File: src/rtl/instr_encoder.sv
// Streaming instruction encoder/loader: packs field-level requests into
// 32-bit decoder-format words and writes them to instruction memory at an
// auto-incrementing word address.
module instr_encoder #(
  parameter int ADDR_W = 6,
  parameter int DEPTH  = 64
) (
  input  logic              Clk,
  input  logic              reset,
  input  logic              clear,
  input  logic              in_valid,
  output logic              in_ready,
  input  logic [2:0]        in_cmd,
  input  logic [3:0]        in_cond,
  input  logic              in_imm,
  input  logic              in_s,
  input  logic [3:0]        in_rd,
  input  logic [3:0]        in_rn,
  input  logic [3:0]        in_rm,
  input  logic [11:0]       in_imm12,
  input  logic [23:0]       in_imm24,
  output logic              mem_we,
  input  logic              mem_ready,
  output logic [ADDR_W-1:0] mem_addr,
  output logic [31:0]       mem_wdata,
  output logic              full,
  output logic              err,
  output logic [ADDR_W:0]   count
);

  typedef enum logic [1:0] {S_IDLE, S_HOLD, S_FULL} state_t;

  // count value whose write fills the last slot
  localparam logic [ADDR_W:0] LAST = (ADDR_W+1)'(DEPTH - 1);

  state_t              state, state_n;
  logic [ADDR_W-1:0]   addr_n;
  logic [ADDR_W:0]     count_n;
  logic [31:0]         wdata_n, enc;
  logic                err_n, legal, wr, acc;
  logic [3:0]          code, rd_f;
  logic                s_f, is_cmp;
  logic [11:0]         src2;

  assign legal    = (in_cond != 4'hF);
  assign wr       = (state == S_HOLD) & mem_ready;
  assign in_ready = ~clear & ((state == S_IDLE) | (wr & (count < LAST)));
  assign acc      = in_valid & in_ready;
  assign mem_we   = (state == S_HOLD);
  assign full     = (state == S_FULL);

  // field packing of the current request
  always_comb begin
    code   = 4'b0000;
    is_cmp = 1'b0;
    case (in_cmd)
      3'd0:    code = 4'b0100;
      3'd1:    code = 4'b0010;
      3'd3:    code = 4'b1100;
      3'd4:    begin code = 4'b1010; is_cmp = 1'b1; end
      default: code = 4'b0000;
    endcase
    s_f  = in_s | is_cmp;
    rd_f = is_cmp ? 4'b0000 : in_rd;
    src2 = in_imm ? in_imm12 : {8'b0, in_rm};
    case (in_cmd)
      3'd5:    enc = {in_cond, 2'b01, 6'b011001, in_rn, in_rd, in_imm12};
      3'd6:    enc = {in_cond, 2'b01, 6'b011000, in_rn, in_rd, in_imm12};
      3'd7:    enc = {in_cond, 4'b1010, in_imm24};
      default: enc = {in_cond, 2'b00, in_imm, code, s_f, in_rn, rd_f, src2};
    endcase
  end

  // next-state: write edge retires the held word, accept edge loads a new one
  always_comb begin
    state_n = state;
    addr_n  = mem_addr;
    count_n = count;
    wdata_n = mem_wdata;
    err_n   = err;
    if (clear) begin
      state_n = S_IDLE;
      addr_n  = '0;
      count_n = '0;
      err_n   = 1'b0;
    end else begin
      if (wr) begin
        addr_n  = mem_addr + ADDR_W'(1);
        count_n = count + (ADDR_W+1)'(1);
        state_n = (count == LAST) ? S_FULL : S_IDLE;
      end
      if (acc) begin
        if (legal) begin
          state_n = S_HOLD;
          wdata_n = enc;
        end else begin
          err_n = 1'b1;
        end
      end
    end
  end

  // state register; reset drops any pending word
  always_ff @(posedge Clk) begin
    if (!reset) begin
      state     <= S_IDLE;
      mem_addr  <= '0;
      count     <= '0;
      mem_wdata <= '0;
      err       <= 1'b0;
    end else begin
      state     <= state_n;
      mem_addr  <= addr_n;
      count     <= count_n;
      mem_wdata <= wdata_n;
      err       <= err_n;
    end
  end

endmodule

File: config.mk
export PLATFORM = sky130hd
export DESIGN_NAME = instr_encoder
export DESIGN_NICKNAME = d
export VERILOG_FILES = /design/src/rtl/instr_encoder.sv
export SDC_FILE = /design/constraint.sdc
export NUM_CORES = 1
export LEC_CHECK = 0
export ABC_AREA = 1
export ABC_CLOCK_PERIOD_IN_PS = 4150
export CAP_MARGIN = 20
export CORE_AREA = 2 2 77 79
export DETAILED_ROUTE_END_ITERATION = 12
export DIE_AREA = 0 0 79 81
export PLACE_DENSITY = 0.84
export RECOVER_POWER = 100
export SETUP_SLACK_MARGIN = 0.5
export SYNTH_ARGS = -nofsm -noshare
export SYNTH_HDL_FRONTEND = slang
export SYNTH_SLANG_ARGS = --single-unit
File: constraint.sdc
create_clock -name Clk -period 4.15 [get_ports Clk]
set_clock_uncertainty 0.1 [all_clocks]
set_input_delay 1.0375 -clock Clk [delete_from_list [all_inputs] [get_ports Clk]]
set_output_delay 1.0375 -clock Clk [all_outputs]
set_load 0.005 [all_outputs]
==> results.cfg <==
[synthesis]
synth_compound_area_frac = 0.176
syn_nets = 400
synth_xor_xnor_area_share = 0.00361
yosysWarnings = 0
synth_top_family_by_area = simple AND/OR/NAND/NOR gates
synthSimpleGateAreaFrac = 0.314
syn-cell-area_um2 = 2430
synthMuxAreaShare = 0
synthDistinctLibCells = 33
ys_seq_area_frac = 0.396
synth-adder-area-share = 0.0103
synth_seq_cells = 48
synth_cells = 336
syn_area_per_cell_um2 = 7.22

[timing]
tightest_slew_ns = 1.10
finalHoldViolCount = 0
worst_slack_ns = 0.615
drv_slew = 0
slew-limit-headroom = 0.267
setup_tns_ns = 0
post-route-min-period_ns = 3.53
clock.fmax_mhz = 283
rsz0062_at_grt = no
fin_crit_sh = 0.852
setup_viol = 0

[placed_design]
port_buffers = 110
hpwl_um = 4910
gp_congestion = 0.838
dpl_worst_slack_ns = 0.448

[clock_network]
cts_buffers = 5
cts.htree.levels = 2
insertion_delay_ns = 0.29
cts_tree = built
clk_root_buffer_cell = clkbuf_8
cts_sinks = 48
clkTransAtPathRegs_ns = 0.09
cts_setup_buffers = 0
cts_max_path_buffers = 2

[global_routing]
antenna_found_initial = 0
grt_pass1_wl_um = 10400
grt-ovfl-total = 0
grt_pass1_vias = 2326
track_usage = 0.205
grt_start_max_net_pins = 29

[status]
status = finished, final reports clean

[detailed_routing]
wl_um = 6510
ant_nets = 0
via_per_inst = 5.02
drcViolationCount = 0
vias = 2610
first_iter_violations = 77
first_pass_iters = 4
routedWlPerCell_um = 12.5

[layout]
drive_above_1_share = 0.0809
fillers = 531
nets = 508
syn2layout_area_growth_pct = 50.0
antenna_cells = 0

[die]
num_io_pins = 111
coreArea_um2 = 5680
die_area_um2 = 6400
rows = 28
start_util = 0.428
dieHeight_um = 81
die_w_um = 79

[critical_path]
path_delay_family = buffers and inverters
crit_type = in2out
startpoint_type = input pin
end_kind = primary output
worst-path-buf-inv = 2
crit_slowest_cell = clkdlybuf4s50_1
required_ns = 3.01
slowest_delay_ns = 0.53
crit_chain = clkdlybuf4s50_1 -> nand3_2 -> nor2_1 -> nand2_2 -> a21oi_1 -> dlygate4sd2_1
arrival_ns = 2.40
worstPathMaxFanout = 3

[power_and_ir_drop]
leakagePower_uw = 0.00159
ir_worst_vdd_uv = 176
p_per_area_nw_per_um2 = 291

[flow_run]
maxCapViolCount = 0

[hold_path]
hp-class = reg2reg
-- where the power goes --
group | total (uW) | internal (uW) | switching (uW)
Clock | 369 | 213 | 156
Combinational | 201 | 110 | 91.0
Sequential | 489 | 480 | 9.56
-- cells by family (layout without fill, tap and decap cells) --
logic type / after synthesis / in the layout
adders and majority gates: 2 / 2
xor gates and xnor gates: 1 / 1
buffers and inverters: 52 / 161
DFF: 48 / 48
and+or+nand+nor: 168 / 168
AOI/OAI and AO/OA: 65 / 65
-- worst min-delay path, stage by stage (launching register included) --
cell     delay, ns
dfxtp_1       0.31
inv_1         0.06
a21oi_2       0.04
-- registers in the layout, indices dropped and copies added (netlist names) --
register and cells:
mem_addr 6, mem_wdata 32, state 2, err 1
count 7
-- what timing repair did --
| item | 4_1_cts | 5_1_grt |
|---|---|---|
| setup endpoints to repair | 1 | 0 |
| resized for setup | 1 | 0 |
| hold buffers | 0 | 0 |
-- cell usage after synthesis (all sizes together) --
cell    number  area [um2]
inv         36         135
buf          9        81.3
xor2         1        8.76
a21oi       32         224
o21ai       21         105
nand4       16         106
a211oi       1        7.51
clkinv       1        3.75
nand3       13        70.1
a31oi        2        12.5
nor2        40         163
ha           2        25.0
o21a         1        7.51
nor3         5        25.0
nand2       90         370
nor3b        3        22.5
dfxtp       48         961
nor4         1        6.26
a22o         8        70.1
clkbuf       6        22.5
-- cell usage in the layout, fill, tap and decap left out, types with 2 or more instances in the layout --
cell type        Yosys  layout
clkbuf_8             0       7
nor2_1              37      38
o21ai_0             19      20
inv_1               35      36
buf_4                2       5
nor3b_1              3       3
ha_1                 2       2
dfxtp_1             48      48
nand4_1             15      15
a21oi_1             17      26
nand2_2             13      13
a22o_1               8       8
nand3_1             12      12
a31oi_1              2       2
nor3_1               5       5
a21oi_2             14       6
nand2_1             77      77
clkdlybuf4s50_1      0      58
dlygate4sd3_1        0      51
-- final timing paths --
kind,startpoint,endpoint,slack (ns),cells past startpoint
worst max register to register,count[3],mem_wdata[1],1.88,10
worst max-delay path,mem_ready,in_ready,0.62,6
worst min-delay path,mem_wdata[28],mem_wdata[28],0.35,2
worst min register to register,mem_wdata[28],mem_wdata[28],0.35,2
-- final cells by class --
class                      instances  area, um2  share of cell area
multi-input combinational        236       1180               0.324
timing repair buffer             116       1140               0.313
sequential                        48        961               0.264
inverter                          37        139              0.0381
clock buffer                       7       96.3              0.0265
tap                               75       93.8              0.0258
clock inverter                     1       30.0             0.00825
-- stage by stage --
| step | hold WS (ns) | utilization | power, uW | area (um2) | instances |
|---|---|---|---|---|---|
| 3_3_place_gp | 0.340 | 0.628 | 710 | 3560 | 512 |
| 6_report | 0.353 | 0.642 | 1060 | 3640 | 520 |
| 4_1_cts | 0.359 | 0.650 | 1080 | 3690 | 520 |
| 3_5_place_dp | 0.347 | 0.628 | 714 | 3560 | 512 |
| 2_1_floorplan | 0.349 | - | 598 | 2430 | 336 |
| 5_1_grt | 0.363 | 0.642 | 1110 | 3640 | 520 |
-- layer usage --
metal	part of all wire	routed length (um)	global-route usage	up-vias
met5	0	0	0	-
li1	-	-	-	1320
met4	0.0074	48	0.0586	0
met3	0.097	631	0.0811	6
met2	0.48	3130	0.352	101
met1	0.42	2700	0.239	1183
Note: power is estimated with default switching activity, not from simulation.
